[config.mk]
export PLATFORM = sky130hd
export DESIGN_NAME = asansor_kabin
export DESIGN_NICKNAME = d
export VERILOG_FILES = /design/src/rtl/asansor_pkg.sv /design/src/rtl/asansor_kabin_zamanlayici.sv /design/src/rtl/asansor_kabin.sv
export SDC_FILE = /design/constraint.sdc
export NUM_CORES = 1
export LEC_CHECK = 0
export ABC_AREA = 1
export CAP_MARGIN = 20
export CORE_MARGIN = 4
export CORE_UTILIZATION = 35
export DETAILED_ROUTE_END_ITERATION = 10
export GPL_TIMING_DRIVEN = 1
export SLEW_MARGIN = 20
export SYNTH_ARGS = -nofsm -noshare
export SYNTH_HDL_FRONTEND = slang
export SYNTH_SLANG_ARGS = --single-unit
[constraint.sdc]
create_clock -name clk -period 1.5 [get_ports clk]
set_clock_uncertainty 0.15 [all_clocks]
set_input_delay 0.225 -clock clk [delete_from_list [all_inputs] [get_ports clk]]
set_output_delay 0.225 -clock clk [all_outputs]
set_load 0.01 [all_outputs]
[src/rtl/asansor_pkg.sv]
// Shared types and constants for the elevator cab controller.
// Floor count/width, FSM state encoding and travel direction.
package asansor_pkg;

    localparam int KAT_SAYISI = 4;
    localparam int KAT_W      = 2;

    typedef enum logic [1:0] {
        BEKLE   = 2'd0,
        HAREKET = 2'd1,
        KAPI    = 2'd2
    } kabin_durum_t;

    typedef enum logic {
        ASAGI  = 1'b0,
        YUKARI = 1'b1
    } yon_t;

endpackage

[src/rtl/asansor_kabin_zamanlayici.sv]
// Loadable down-counter used for floor travel and door timing.
// Ports: clk, rst, yukle (load), yukle_deger (load value), sifir (count == 0).
module asansor_zamanlayici #(
    parameter int W = 2
) (
    input  logic         clk,
    input  logic         rst,
    input  logic         yukle,
    input  logic [W-1:0] yukle_deger,
    output logic         sifir
);

    logic [W-1:0] sayac_q;
    logic [W-1:0] sayac_d;

    // Load wins over decrement; the count parks at zero once reached.
    always_comb begin
        sayac_d = sayac_q;
        if (yukle) begin
            sayac_d = yukle_deger;
        end else if (sayac_q != '0) begin
            sayac_d = sayac_q - W'(1);
        end
    end

    always_ff @(posedge clk) begin
        if (rst) begin
            sayac_q <= '0;
        end else begin
            sayac_q <= sayac_d;
        end
    end

    assign sifir = (sayac_q == '0);

endmodule

[src/rtl/asansor_kabin.sv]
// Elevator cab controller: accepts a target floor, travels one floor per
// KAT_SURESI cycles, then holds the door open for KAPI_SURESI cycles.
// Ports: clk, rst, hedef_kat/istek_gecerli/istek_hazir (request handshake),
// bulundugu_kat (current floor), yon_yukari/yon_asagi, kapi_acik, mesgul.
module asansor_kabin #(
    parameter int KAT_W       = 2,
    parameter int KAT_SURESI  = 4,
    parameter int KAPI_SURESI = 3
) (
    input  logic             clk,
    input  logic             rst,
    input  logic [KAT_W-1:0] hedef_kat,
    input  logic             istek_gecerli,
    output logic             istek_hazir,
    output logic [KAT_W-1:0] bulundugu_kat,
    output logic             yon_yukari,
    output logic             yon_asagi,
    output logic             kapi_acik,
    output logic             mesgul
);

    import asansor_pkg::*;

    localparam int MAKS_SURE =
        (KAT_SURESI > KAPI_SURESI) ? KAT_SURESI : KAPI_SURESI;
    localparam int ZW = (MAKS_SURE > 1) ? $clog2(MAKS_SURE) : 1;

    localparam logic [ZW-1:0] KAT_YUKLE  = ZW'(KAT_SURESI - 1);
    localparam logic [ZW-1:0] KAPI_YUKLE = ZW'(KAPI_SURESI - 1);

    kabin_durum_t     durum_q, durum_d;
    logic [KAT_W-1:0] kat_q, kat_d;
    logic [KAT_W-1:0] hedef_q, hedef_d;
    yon_t             yon_q, yon_d;

    logic          yukle;
    logic [ZW-1:0] yukle_deger;
    logic          sifir;

    asansor_zamanlayici #(
        .W (ZW)
    ) u_zamanlayici (
        .clk         (clk),
        .rst         (rst),
        .yukle       (yukle),
        .yukle_deger (yukle_deger),
        .sifir       (sifir)
    );

    always_comb begin
        durum_d     = durum_q;
        kat_d       = kat_q;
        hedef_d     = hedef_q;
        yon_d       = yon_q;
        yukle       = 1'b0;
        yukle_deger = '0;

        unique case (durum_q)
            BEKLE: begin
                if (istek_gecerli) begin
                    hedef_d = hedef_kat;
                    yukle   = 1'b1;
                    if (hedef_kat == kat_q) begin
                        durum_d     = KAPI;
                        yukle_deger = KAPI_YUKLE;
                    end else begin
                        durum_d     = HAREKET;
                        yukle_deger = KAT_YUKLE;
                        yon_d       = (hedef_kat > kat_q) ? YUKARI : ASAGI;
                    end
                end
            end
            HAREKET: begin
                if (sifir) begin
                    // Step toward the latched target; it is always a
                    // valid floor, so the step can never wrap.
                    if (yon_q == YUKARI) begin
                        kat_d = kat_q + KAT_W'(1);
                    end else begin
                        kat_d = kat_q - KAT_W'(1);
                    end
                    yukle = 1'b1;
                    if (kat_d == hedef_q) begin
                        durum_d     = KAPI;
                        yukle_deger = KAPI_YUKLE;
                    end else begin
                        yukle_deger = KAT_YUKLE;
                    end
                end
            end
            KAPI: begin
                if (sifir) begin
                    durum_d = BEKLE;
                end
            end
            default: begin
                durum_d = BEKLE;
            end
        endcase
    end

    always_ff @(posedge clk) begin
        if (rst) begin
            durum_q <= BEKLE;
            kat_q   <= '0;
            hedef_q <= '0;
            yon_q   <= ASAGI;
        end else begin
            durum_q <= durum_d;
            kat_q   <= kat_d;
            hedef_q <= hedef_d;
            yon_q   <= yon_d;
        end
    end

    // Direction outputs are qualified by state, so they drop on the same
    // edge that enters KAPI and can never overlap the open door.
    assign istek_hazir   = (durum_q == BEKLE);
    assign mesgul        = ~istek_hazir;
    assign bulundugu_kat = kat_q;
    assign yon_yukari    = (durum_q == HAREKET) && (yon_q == YUKARI);
    assign yon_asagi     = (durum_q == HAREKET) && (yon_q == ASAGI);
    assign kapi_acik     = (durum_q == KAPI);

endmodule

==> flow_summary.toml <==
[synthesis]
ys_seq_area_share_pct = 30.1
syn_area_um2 = 599
ys_seq_elements = 9
ys_types = 20
synthCells = 87
synth.net_count = 95
yosys_warnings = 0
synth_area_per_cell_um2 = 6.89

[clock_tree]
clk_path_buf_depth = 2
clk_pin_slew_ps = 70
htree_levels = 1
clockRootBuffer = "clkbuf_4"
cts_tree = "done"
clkLatencyLatePin_ps = 270
cts_buffers = 3
clock_sinks = 9

[worst_setup_path]
cp.arrival_ps = 1520
crit_path_end_kind = "flop"
max_stage_delay_ps = 520
worstPathRequired_ps = 1560
cp_slowest_cell = "clkdlybuf4s50_1"
timing.critical_path.max_delay_family = "buffers and inverters"
critical_path.startpoint = "hedef_kat[1]"
path_cells = "clkdlybuf4s50_1 -> ha_4 -> nand2_1 -> inv_2 -> nor3_4 -> inv_2 -> nand3_1 -> nand2_1 -> inv_1"
critPathBufInv = 4
timing.rr.start = "bulundugu_kat[1]"
cp-start-kind = "input port"
critPathKind = "input port to flop"
cp_max_fo = 3

[detailed_routing]
first_pass_iters = 4
totalWireLength_um = 1300
vias_per_cell = 4.67
drt_iter0_markers = 11
ant_nets = 0
vias = 598
wl_per_cell_um = 10.2
drc_errors = 0

[run]
cap_violations = 0

[sta]
fin_setup_tns_ps = 0
max_freq_mhz = 684
setup_viol = 0
hold_violations = 0
setup_ws_ps = 37.7
hold-worst-slack_ps = 123
relSlewSlack_pct = 83.7
post-route-period-util_pct = 97.5
worst_slew_pin_slew_ps = 244
drv_slew = 0
min_period_ps = 1460

[final_layout]
nets = 121
final_util_pct = 54.2
diodes = 0
drive_gt1_share_pct = 37.5
area_growth_pct = 40.9
fillCellCount = 146

[floorplanning]
core-area_um2 = 1560
rows = 14
dieArea_um2 = 2440
start_util_pct = 38.4
die_x_um = 49.4
die_h_um = 49.4
pin_count = 12

[global_route]
overflow = 0
antenna_found_initial = 0
groute.usage.overall_pct = 12.1
grt_pass1_wl_um = 2260
grt_pass1_vias = 542
grt_max_degree = 9

[placed_design]
pre_cts_ws_ps = -306
io_buffers = 11
gp_congestion = 0.801
dp_hpwl_um = 1040

[power_and_ir_drop]
p_per_area_nw_per_um2 = 2110
peakVddDrop_uv = 982
p_leak_nw = 0.438

[hold_path]
holdCritPathClass = "input port to flop"
min_from = "hedef_kat[0]"

[outcome]
status = "completed"
## stage by stage
| stage | area [um2] | total power [mW] | instances |
|---|---|---|---|
| 6_report | 845 | 1.78 | 128 |
| 3_3_place_gp | 797 | 1.57 | 123 |
| 5_1_grt | 845 | 1.95 | 128 |
| 2_1_floorplan | 599 | 1.10 | 87 |
| 4_1_cts | 831 | 1.77 | 127 |
| 3_5_place_dp | 797 | 1.58 | 123 |
## worst paths after layout
check             slack (ps)  cells past startpoint          to
hold reg to reg          320                      2  hedef_q[0]
setup reg to reg          90                      9  durum_q[0]
hold / removal           120                      3  hedef_q[0]
setup / recovery          40                      9  durum_q[0]
## cell families (layout without fill, tap and decap cells)
family / after synthesis / in the layout / synth area share, %
compound gates: 18 / 18 / 16.7
flops: 9 / 9 / 30.1
buf+inv: 23 / 48 / 14.4
fa+ha+maj: 3 / 3 / 6.26
simple gates: 33 / 33 / 31.1
xor+xnor: 1 / 1 / 1.46
## tightest hold or removal path: stages
cell and delay (ps):
dlymetal6s2s_1 100, o21ai_0 90, a21oi_1 100
## cell usage in the layout, fill, tap and decap left out, types with 2 or more instances in the layout
master and instances:
dlygate4sd2_1 2, o21ai_1 2, nand3_1 3, nand3_2 5
buf_4 10, dfxtp_2 4, a21oi_1 5, inv_2 7
o21ai_0 7, ha_1 2, dfxtp_1 5, clkdlybuf4s50_1 3
inv_1 15, nor2_1 3, nor2_4 2, nand2_2 3
nand2_1 15, buf_2 2, clkbuf_4 3
## sequential cells by signal (all words and copies together), names as in the netlist
signal / count
bulundugu_kat: 2
hedef_q: 2
u_zamanlayici.sayac_q: 2
yon_q: 1
durum_q: 2
## final cells by class
type                            instances  area, um2  area share (%)
Multi-Input combinational cell         55        355            42.1
Sequential cell                         9        185            21.9
Timing Repair Buffer                   21        171            20.3
Inverter                               23       86.3            10.2
Clock buffer                            4       26.3            3.11
Tap cell                               16       20.0            2.37
## repair_timing
action | 4_1_cts | 5_1_grt
gates cloned | 0 | 0
hold buffers | 0 | 0
hold endpoints to repair | 0 | 0
resized for setup | 18 | 13
buffers inserted | 0 | 1
setup endpoints to repair | 10 | 8
pin swaps | 2 | 3
## layer usage
layer | share of wire [%] | global-route usage (%)
met1 | 50 | 15.2
met2 | 41 | 18.8
met3 | 4.7 | 1.83
met4 | 3.5 | 8.29
met5 | 0 | 0
## power by group
part           total (mW)  switching (mW)  internal, mW
Combinational        1.16           0.627         0.535
Sequential          0.424          0.0777         0.347
Clock               0.196          0.0927         0.103
## Yosys cell counts
master | n | area (um2)
a21oi_1 | 5 | 25.0
a21oi_2 | 1 | 8.76
a31oi_1 | 1 | 6.26
clkinv_1 | 1 | 3.75
dfxtp_1 | 9 | 180
ha_1 | 3 | 37.5
inv_1 | 17 | 63.8
inv_2 | 5 | 18.8
nand2_1 | 16 | 60.1
nand2_2 | 2 | 12.5
nand3_1 | 3 | 15.0
nand3_2 | 5 | 50.1
nor2_1 | 4 | 15.0
nor2_2 | 1 | 6.26
nor2_4 | 1 | 11.3
nor3_4 | 1 | 16.3
o211ai_1 | 1 | 7.51
o21ai_0 | 9 | 45.0
o31ai_1 | 1 | 7.51
xor2_1 | 1 | 8.76
Note: power is estimated with default switching activity, not from simulation.
